==> src/rtl/keypad_scanner.sv <==
// 4x4 matrix keypad scanner: rotates active-low column strobes, debounces whole-scan
// results, and feeds accepted digit keys into an eight-digit shift display.
module keypad_scanner #(
  parameter int SCAN_DIV       = 100000,
  parameter int DEBOUNCE_SCANS = 4
) (
  input  logic        clk,
  input  logic        rst_n,
  input  logic [3:0]  row,
  output logic [3:0]  col,
  output logic [3:0]  key_code,
  output logic        key_valid,
  output logic        key_held,
  output logic [31:0] digits
);

  localparam int TW = (SCAN_DIV > 1) ? $clog2(SCAN_DIV) : 1;
  localparam int CW = $clog2(DEBOUNCE_SCANS + 1);
  localparam logic [TW-1:0] TMR_LAST = TW'(SCAN_DIV - 1);
  localparam logic [CW-1:0] CNT_MAX  = CW'(DEBOUNCE_SCANS);
  localparam logic [31:0]   BLANK    = 32'hAAAA_AAAA;

  typedef enum logic [1:0] {RES_NONE = 2'd0, RES_KEY = 2'd1, RES_MULTI = 2'd2} res_e;
  typedef enum logic [1:0] {S_IDLE = 2'd0, S_PRESSED = 2'd1, S_LOCKED = 2'd2} state_e;

  function automatic logic [3:0] key_map(input logic [3:0] rc);
    case (rc)
      4'h0: key_map = 4'h1;  4'h1: key_map = 4'h2;  4'h2: key_map = 4'h3;  4'h3: key_map = 4'hA;
      4'h4: key_map = 4'h4;  4'h5: key_map = 4'h5;  4'h6: key_map = 4'h6;  4'h7: key_map = 4'hB;
      4'h8: key_map = 4'h7;  4'h9: key_map = 4'h8;  4'hA: key_map = 4'h9;  4'hB: key_map = 4'hC;
      4'hC: key_map = 4'h0;  4'hD: key_map = 4'hF;  4'hE: key_map = 4'hE;  4'hF: key_map = 4'hD;
      default: key_map = 4'h0;
    endcase
  endfunction

  function automatic logic [2:0] low_count(input logic [3:0] r);
    low_count = {2'b00, ~r[0]} + {2'b00, ~r[1]} + {2'b00, ~r[2]} + {2'b00, ~r[3]};
  endfunction

  function automatic logic [1:0] first_low(input logic [3:0] r);
    if (!r[0])      first_low = 2'd0;
    else if (!r[1]) first_low = 2'd1;
    else if (!r[2]) first_low = 2'd2;
    else            first_low = 2'd3;
  endfunction

  function automatic logic [1:0] col_index(input logic [3:0] c);
    case (c)
      4'b1110: col_index = 2'd0;
      4'b1101: col_index = 2'd1;
      4'b1011: col_index = 2'd2;
      4'b0111: col_index = 2'd3;
      default: col_index = 2'd0;
    endcase
  endfunction

  logic [3:0]    row_m_q, row_s_q;
  logic [TW-1:0] tmr_q, tmr_d;
  logic [3:0]    col_q, col_d;
  logic [1:0]    acc_n_q, acc_n_d;
  logic [3:0]    acc_code_q, acc_code_d;
  res_e          res_q, res_d, res_new_s;
  logic [3:0]    rcode_q, rcode_d, code_new_s;
  logic [CW-1:0] cnt_q, cnt_d;
  logic          eval_q, eval_d;
  state_e        state_q, state_d;
  logic [3:0]    key_code_q, key_code_d;
  logic          key_valid_q, key_valid_d, key_held_q, key_held_d;
  logic [31:0]   digits_q, digits_d;
  logic [2:0]    hits_s, sum_s;
  logic [1:0]    col_idx_s;
  logic [3:0]    code_s;
  logic          stable_s;

  // Column timing, per-scan hit accumulation and debounce counting.
  always_comb begin
    tmr_d      = tmr_q;
    col_d      = col_q;
    acc_n_d    = acc_n_q;
    acc_code_d = acc_code_q;
    res_d      = res_q;
    rcode_d    = rcode_q;
    cnt_d      = cnt_q;
    eval_d     = 1'b0;
    res_new_s  = RES_NONE;
    code_new_s = 4'h0;
    col_idx_s  = col_index(col_q);
    hits_s     = low_count(row_s_q);
    sum_s      = {1'b0, acc_n_q} + hits_s;
    code_s     = (hits_s != 3'd0) ? key_map({first_low(row_s_q), col_idx_s}) : acc_code_q;
    if (tmr_q == TMR_LAST) begin
      tmr_d = '0;
      col_d = {col_q[2:0], col_q[3]};
      if (col_idx_s == 2'd3) begin
        acc_n_d    = 2'd0;
        acc_code_d = 4'h0;
        if (sum_s == 3'd0) begin
          res_new_s = RES_NONE;
        end else if (sum_s == 3'd1) begin
          res_new_s  = RES_KEY;
          code_new_s = code_s;
        end else begin
          res_new_s = RES_MULTI;
        end
        if ((res_new_s == res_q) && (code_new_s == rcode_q)) begin
          cnt_d = (cnt_q == CNT_MAX) ? cnt_q : cnt_q + CW'(1);
        end else begin
          cnt_d = CW'(1);
        end
        res_d   = res_new_s;
        rcode_d = code_new_s;
        eval_d  = 1'b1;
      end else begin
        acc_n_d    = (sum_s >= 3'd2) ? 2'd2 : sum_s[1:0];
        acc_code_d = code_s;
      end
    end else begin
      tmr_d = tmr_q + TW'(1);
    end
  end

  // Debounce FSM: accepts a press only from IDLE, locks out rolls and multi-key presses.
  always_comb begin
    state_d     = state_q;
    key_code_d  = key_code_q;
    key_valid_d = 1'b0;
    key_held_d  = key_held_q;
    digits_d    = digits_q;
    stable_s    = eval_q && (cnt_q == CNT_MAX);
    case (state_q)
      S_IDLE: begin
        if (stable_s && (res_q == RES_KEY)) begin
          state_d     = S_PRESSED;
          key_code_d  = rcode_q;
          key_valid_d = 1'b1;
          key_held_d  = 1'b1;
          if (rcode_q <= 4'd9)       digits_d = {digits_q[27:0], rcode_q};
          else if (rcode_q == 4'hC)  digits_d = BLANK;
          else                       digits_d = digits_q;
        end else begin
          state_d = S_IDLE;
        end
      end
      S_PRESSED: begin
        if (stable_s && (res_q == RES_NONE)) begin
          state_d    = S_IDLE;
          key_held_d = 1'b0;
        end else if (stable_s && ((res_q == RES_MULTI) ||
                                  ((res_q == RES_KEY) && (rcode_q != key_code_q)))) begin
          state_d    = S_LOCKED;
          key_held_d = 1'b0;
        end else begin
          state_d = S_PRESSED;
        end
      end
      S_LOCKED: begin
        if (stable_s && (res_q == RES_NONE)) state_d = S_IDLE;
        else                                 state_d = S_LOCKED;
      end
      default: begin
        state_d    = S_IDLE;
        key_held_d = 1'b0;
      end
    endcase
  end

  // State registers; reset discards all scan and debounce progress.
  always_ff @(posedge clk or negedge rst_n) begin
    if (!rst_n) begin
      row_m_q     <= 4'b1111;
      row_s_q     <= 4'b1111;
      tmr_q       <= '0;
      col_q       <= 4'b1110;
      acc_n_q     <= 2'd0;
      acc_code_q  <= 4'h0;
      res_q       <= RES_NONE;
      rcode_q     <= 4'h0;
      cnt_q       <= '0;
      eval_q      <= 1'b0;
      state_q     <= S_IDLE;
      key_code_q  <= 4'h0;
      key_valid_q <= 1'b0;
      key_held_q  <= 1'b0;
      digits_q    <= BLANK;
    end else begin
      row_m_q     <= row;
      row_s_q     <= row_m_q;
      tmr_q       <= tmr_d;
      col_q       <= col_d;
      acc_n_q     <= acc_n_d;
      acc_code_q  <= acc_code_d;
      res_q       <= res_d;
      rcode_q     <= rcode_d;
      cnt_q       <= cnt_d;
      eval_q      <= eval_d;
      state_q     <= state_d;
      key_code_q  <= key_code_d;
      key_valid_q <= key_valid_d;
      key_held_q  <= key_held_d;
      digits_q    <= digits_d;
    end
  end

  assign col       = col_q;
  assign key_code  = key_code_q;
  assign key_valid = key_valid_q;
  assign key_held  = key_held_q;
  assign digits    = digits_q;

endmodule

==> config.mk <==
export PLATFORM = sky130hd
export DESIGN_NAME = keypad_scanner
export DESIGN_NICKNAME = d
export VERILOG_FILES = /design/src/rtl/keypad_scanner.sv
export SDC_FILE = /design/constraint.sdc
export NUM_CORES = 1
export LEC_CHECK = 0
export ABC_CLOCK_PERIOD_IN_PS = 9000
export BUFFER_PORTS_ARGS = -buffer_cell sky130_fd_sc_hd__buf_2
export CAP_MARGIN = 20
export CORE_MARGIN = 5
export CORE_UTILIZATION = 50
export CTS_BUF_LIST = sky130_fd_sc_hd__clkbuf_16
export CTS_CLUSTER_DIAMETER = 50
export CTS_CLUSTER_SIZE = 24
export DETAILED_ROUTE_END_ITERATION = 8
export PLACE_DENSITY = 0.7
export REMOVE_ABC_BUFFERS = 1
export SYNTH_ARGS = -nofsm -noshare
export SYNTH_HDL_FRONTEND = slang
export SYNTH_SLANG_ARGS = --single-unit
==> constraint.sdc <==
create_clock -name clk -period 9 [get_ports clk]
set_input_delay 1.8 -clock clk [delete_from_list [all_inputs] [get_ports clk]]
set_output_delay 1.8 -clock clk [all_outputs]
set_load 0.01 [all_outputs]
==> flow_summary.ini, run 1 <==
[status]
status = finished clean

[layout]
drive_gt1_share_pct = 23.69
syn2layout_area_growth_pct = 15.78
nets = 452
final_core_util_pct = 59.79
diodes = 0
finalNonFillerCells = 541

[logic_synthesis]
synthCells = 389
synth.area.top_cells = dfrtp_1, dfstp_2, nand2_1
ys.flop_type = dfrtp_1
synth_xor_area_share_pct = 5.022
avgSynthCellArea_sq_um = 10.31
async_flop_share_pct = 100.0
yosysWarnings = 0
yosys.area_share.simple_pct = 18.56
synth_top_cell_by_area = dfrtp_1
synth_edf_count = 0
seq_area_frac_synth_pct = 53.87
synth_top_family_by_area = simple AND/OR/NAND/NOR gates
synth_area_sq_um = 4011
synth_compound_area_share_pct = 15.32
synth_fa_ha_area_share_pct = 4.117
yosysTopAreaCellShare_pct = 36.18
synth.mux.area_fraction_pct = 0.2495
ys_seq_elements = 85
synth_cell_types = 57

[clock_tree]
root_buffer = clkbuf_16
cts_max_level = 3
cts_setup_buffers = 0
cts_num_sinks = 85
cts_tree = done
clk_pin_slew_ns = 0.06
clk_latency_ns = 0.34
cts_resized = 0
numCtsBuffers = 9
hold_buffers = 0
clk_path_buf_depth = 2

[routing]
drt_wl_total_mm = 7.740
drc = 0
routedWlPerCell_um = 14.31
dr.pass1.iters = 4
vias_per_cell = 5.425
first_iter_violations = 121
vias = 2935
ant_nets = 0

[floorplan]
start_util_pct = 51.64
ios = 48
core-area_sq_um = 7767
row_count = 32
die_area_sq_um = 9914
floorplan.die.width_um = 99.57
die-height_um = 99.57

[pwr]
ir_worst_vdd_v = 0.0001427
switching_share_pct = 23.60
internal_power_uw = 608.7
clkPwrFrac_pct = 45.8
switchingPower_uw = 188.1
power_frac_comb_pct = 5.7
seq_power_share_pct = 48.6
powerDensity_nw_per_um2 = 171.6
p_leak_uw = 0.002249

[setup_path]
critPathArrivalTime_ns = 3.99
path_max_fanout = 7
r2r-end = cnt_q[0]
r2r-start = row_s_q[0]
cp-end-kind = flip-flop
slowest_delay_ns = 0.61
r2r_slack_ns = 5.23
required_ns = 9.23
r2r_cells = 12
path_cells = inv_1 > fa_1 > ha_1 > ha_1 > fa_1 > xnor2_1 > and2_1 > nand2_1 > o21ai_0 > nor4b_2 > o21ai_1 > o221a_1
slowest_stage = dfstp_2
timing_worst_setup_path_type = reg -> reg
critPathLaunchType = flip-flop

[timing]
hold_violations = 0
finalClockSkew_ns = 0.005302
rsz0062_at_grt = no
maxSlewHeadroom_pct = 39.79
drv_slew = 0
finalCriticalPeriod_ns = 3.768
max_slew.worst_pin.slew_ns = 0.8963
post-route-period-util_pct = 41.87
setup_viol = 0
fin_tns_setup_ns = 0
fmax_mhz = 265.4
setup_ws_ns = 5.232

[place]
placement.io_buffers = 47
gp_congestion = 0.8575
place_ws_ns = 5.207
dpl.cell_count = 524
dp_hpwl_mm = 5.383

[global_routing]
antenna_found_initial = 0
grt.overflow.total = 0
grt_max_degree = 86
grt_pass1_vias = 2831
grt_first_pass_wirelength_mm = 13.43
grtUsageTotal_pct = 16.76

[worst_hold_path]
min_to = row_s_q[3]
hp-class = reg -> reg
min_path_cells = 0
worstHoldStart = row_m_q[3]

[run]
drv_cap = 0
-- metrics by stage --
step	hold WS [ns]	total power [uW]	cell area, sq um
final	0.3506	796.8	4644
after global routing	0.3490	828.6	4644
after CTS	0.3503	803.6	4624
after detailed placement	0.3481	438.2	4325
after global placement	0.3458	436.5	4325
after floorplan	0.3452	422.8	3949
-- placed cells by master (no fill, tap or decap), types with 4 or more instances in the layout --
| master | n |
|---|---|
| clkbuf_16 | 10 |
| buf_2 | 46 |
| nand3_1 | 7 |
| a21oi_1 | 9 |
| nand2b_1 | 6 |
| or3_1 | 4 |
| o21ai_0 | 25 |
| ha_1 | 10 |
| dfrtp_1 | 58 |
| inv_1 | 13 |
| nor2_1 | 21 |
| dfstp_2 | 27 |
| xor2_1 | 12 |
| nand4_1 | 4 |
| a22o_1 | 15 |
| o21ai_1 | 5 |
| o31ai_1 | 6 |
| nor3_1 | 4 |
| nand2_1 | 78 |
| and2_1 | 8 |
| xnor2_1 | 11 |
-- kinds of logic after synthesis --
group	Yosys count
compound gates	87
xor+xnor	23
fa+ha+maj	12
buf+inv	29
flops	85
mux	1
simple gates	152
-- area by class of cell --
type                       count  area [sq um]
multi-input combinational    275          1739
tap                          102         127.6
clock buffer                  10         250.2
clock inverter                 6         48.80
fill                         675          3123
sequential                    85          2161
timing repair buffer          49         265.3
inverter                      14         52.55
-- worst max-delay path, delay by kind of cell (launching register included) --
family          cells  cell delay [ns]
compound gates      3             0.59
xor+xnor            1             0.16
fa+ha+maj           4             1.46
buf+inv             1             0.12
flops               1             0.61
simple gates        3             0.73
-- cell usage after synthesis (all sizes together) (2+ instances only) --
master and number:
nand2 78, dfrtp 58, o21ai 31, dfstp 27, nor2 23, a22o 15
inv 14, xor2 12, clkbuf 11, xnor2 11, ha 10, a21oi 9
and2 8, nand3 7, o31ai 7, nand2b 6, nor3 5, buf 4
nand4 4, or3 4, a31oi 3, and3 3, nor2b 3, o211ai 3
o22ai 3, a211oi 2, a32o 2, a41oi 2, fa 2, nor4 2
or4 2
-- how the worst max path moves through the flow --
| stage | cells after the start | start | end |
|---|---|---|---|
| finish | 12 | row_s_q[0] | cnt_q[0] |
| global route | 12 | row_s_q[0] | cnt_q[0] |
| CTS | 12 | row_s_q[0] | cnt_q[0] |
| detailed placement | 12 | row_s_q[0] | cnt_q[0] |
| global placement | 12 | row_s_q[0] | cnt_q[0] |
| floorplan | 12 | row_s_q[0] | cnt_q[0] |
-- per-layer routing --
layer | vias to the layer above | global-route usage (%) | part of all wire [%]
met4 | 0 | 5.882 | 1.7
met1 | 1408 | 23.16 | 47
met3 | 15 | 5.119 | 5.7
met2 | 74 | 25.10 | 46
li1 | 1438 | - | -
met5 | - | 0 | 0
-- sequential cells by signal, indices dropped and copies added (netlist names) --
signal      cells
res_q           2
state_q         2
acc_n_q         2
rcode_q         4
acc_code_q      4
col             4
eval_q          1
row_m_q         4
key_held        1
cnt_q           3
digits         32
tmr_q          17
key_valid       1
row_s_q         4
key_code        4
-- power groups by stage --
stage	Clock, uW	Sequential [uW]	Combinational, uW
finish	365	387	45.2
global route	391	387	50.8
CTS	372	387	44.6
detailed placement	0	394	44.5
global placement	0	393	43.1
floorplan	0	393	29.4
Note: power is estimated with default switching activity, not from simulation.
==> inputs of run 2 (changes only) <==
--- a/config.mk
+++ b/config.mk
@@ -5,7 +5,7 @@
 export SDC_FILE = /design/constraint.sdc
 export NUM_CORES = 1
 export LEC_CHECK = 0
-export ABC_CLOCK_PERIOD_IN_PS = 9000
+export ABC_CLOCK_PERIOD_IN_PS = 3300
 export BUFFER_PORTS_ARGS = -buffer_cell sky130_fd_sc_hd__buf_2
 export CAP_MARGIN = 20
 export CORE_MARGIN = 5
@@ -14,7 +14,7 @@
 export CTS_CLUSTER_DIAMETER = 50
 export CTS_CLUSTER_SIZE = 24
 export DETAILED_ROUTE_END_ITERATION = 8
-export PLACE_DENSITY = 0.7
+export PLACE_DENSITY = 0.73
 export REMOVE_ABC_BUFFERS = 1
 export SYNTH_ARGS = -nofsm -noshare
 export SYNTH_HDL_FRONTEND = slang
==> constraint.sdc (replaced) <==
create_clock -name clk -period 3.3 [get_ports clk]
set_input_delay 0.66 -clock clk [delete_from_list [all_inputs] [get_ports clk]]
set_output_delay 0.66 -clock clk [all_outputs]
set_load 0.01 [all_outputs]
==> run 2 against run 1 <==
Sequential share of layout area fell by 2.3 points. Critical path depth unchanged. Die area stayed put. Flip-flop and latch count is the same. Design area is 5.1% higher. Combinational power rose to 4.3 times the previous value. Worst setup slack worse by 5.2 ns. Global-route usage fell by 0.23 points. Core utilization increased by 3.1 points. Clock power rose to 2.7 times the previous value. Maximum frequency up 14%. Worst hold slack worse by 0.13 ns. Largest power group unchanged. Highest routed layer unchanged.
==> flow_summary.ini, run 2 (same netlist as run 1, synthesis figures left out) <==
[routing]
vias = 3023
vias_per_cell = 5.437
dr.pass1.iters = 4
first_iter_violations = 146
routedWlPerCell_um = 14.22
drt_wl_total_mm = 7.909
drc = 0
ant_nets = 0

[clock_tree]
root_buffer = clkbuf_16
hold_buffers = 0
cts_num_sinks = 85
clk_path_buf_depth = 2
cts_max_level = 3
clk_pin_slew_ns = 0.07
clk_latency_ns = 0.34
numCtsBuffers = 9
cts_tree = done

[timing]
finalCriticalPeriod_ns = 3.291
max_slew.worst_pin.slew_ns = 0.7153
rsz0062_at_grt = yes
maxSlewHeadroom_pct = 52.31
drv_slew = 0
setup_viol = 0
fin_tns_setup_ns = 0
finalClockSkew_ns = 0.008991
fmax_mhz = 303.9
post-route-period-util_pct = 99.72
hold_violations = 0

[setup_path]
r2r-end = cnt_q[0]
r2r-start = row_s_q[3]
worst_setup_path_startpoint = row_s_q[3]
r2r_cells = 12
required_ns = 3.53
timing_worst_setup_path_type = reg -> reg
slowest_delay_ns = 0.59
path_cells = inv_2 > fa_1 > ha_4 > ha_4 > fa_2 > xnor2_2 > and3_4 > o21ai_4 > xnor2_2 > nor4b_4 > o21ai_1 > o221a_1
r2r_slack_ns = 0.009
critPathArrivalTime_ns = 3.52
cp-end-kind = flip-flop
critPathLaunchType = flip-flop
path_max_fanout = 3
slowest_stage = fa_1

[layout]
finalNonFillerCells = 556
final_core_util_pct = 62.85
finalInstanceArea_sq_um = 4882
nFillCells = 647
multi_input_area_sq_um = 1849
largest_reg_flops = 32
nets = 467
syn2layout_area_growth_pct = 21.71
diodes = 0
mostFrequentLayoutCells = nand2_1, dfrtp_1, buf_2
drive_gt1_share_pct = 29.52
regArea_sq_um = 2161
layout_commonest_cell = nand2_1

[floorplan]
die-height_um = 99.57
floorplan.die.width_um = 99.57
core-area_sq_um = 7767
row_count = 32
die_area_sq_um = 9914
ios = 48
start_util_pct = 51.64

[global_routing]
grtUsageMet3_pct = 4.137
grt.overflow.total = 0
grt_pass1_vias = 2875
grtUsageTotal_pct = 16.53
grt_max_degree = 86
antenna_found_initial = 0
grt.met2_usage_pct = 25.05
grt_first_pass_wirelength_mm = 13.41
met1_usage_pct = 23.28
top_usage_layer = met2

[place]
gp_congestion = 0.8158
placement.io_buffers = 47
dp_hpwl_mm = 5.417
postPlaceCellArea_sq_um = 4446
dpl.cell_count = 539

[pwr]
powerDensity_nw_per_um2 = 458.5
p_leak_uw = 0.002346
total_power_uw = 2239
ir_worst_vdd_v = 0.0003081

[run]
drv_cap = 0

[status]
status = finished clean

[worst_hold_path]
hp-class = in -> async
run 2: cell count changes in the layout (fill, tap and decap cells not counted), moves of 2 or more:
cell	change
xnor2_2	+2
ha_1	-3
xnor2_1	-2
buf_4	+14
ha_4	+3
run 2: where the power goes:
part | internal (uW) | switching [uW] | total, uW
clock network | 536 | 455 | 991
logic | 89.8 | 104 | 194
registers | 1050 | 2.18 | 1050
total | 1680 | 561 | 2240
run 2: worst max-delay path by stage:
stage	endpoint	cells after the start
floorplan	cnt_q[0]	12
global placement	cnt_q[0]	12
detailed placement	cnt_q[0]	12
CTS	cnt_q[0]	12
global route	cnt_q[0]	12
finish	cnt_q[0]	12
run 2: timing repair:
action                                  4_1_cts  5_1_grt
setup buffers                                 0        0
gates resized for setup                      10       11
endpoints found under the setup margin        3        3
cloned                                        0        0
pin swaps                                     4        8
run 2: worst max-delay path: cells and delay by family (launching register included):
family / cells / cell delay, ns
flip-flops: 1 / 0.53
XOR/XNOR: 2 / 0.33
adder cells (fa/ha/maj): 4 / 1.35
AO/OA/AOI/OAI: 3 / 0.40
AND/OR/NAND/NOR: 2 / 0.53
buffers and inverters: 1 / 0.04
run 2: cell type report:
class	instances	share of cell area, %
well taps	102	2.614
clock inverters	7	1.512
flip-flops and latches	85	44.26
multi-input cells	275	37.88
clock buffers	9	4.613
inverters	14	1.076
repair buffers	64	8.047
run 2: per-stage QoR:
stage / setup WS [ns] / hold WS [ns]
6_report: 0.009296 / 0.2237
5_1_grt: -0.1254 / 0.2407
4_1_cts: 0.004688 / 0.3567
3_5_place_dp: -0.1669 / 0.3475
3_3_place_gp: -0.05294 / 0.3459
2_1_floorplan: -0.1601 / 0.3452
run 2: per-layer routing:
layer	routed length [um]	part of all wire (%)	up-vias
li1	-	-	1477
met1	3690	47	1478
met2	3757	48	59
met3	378	4.8	9
met4	82	1.0	0
met5	0	0	-
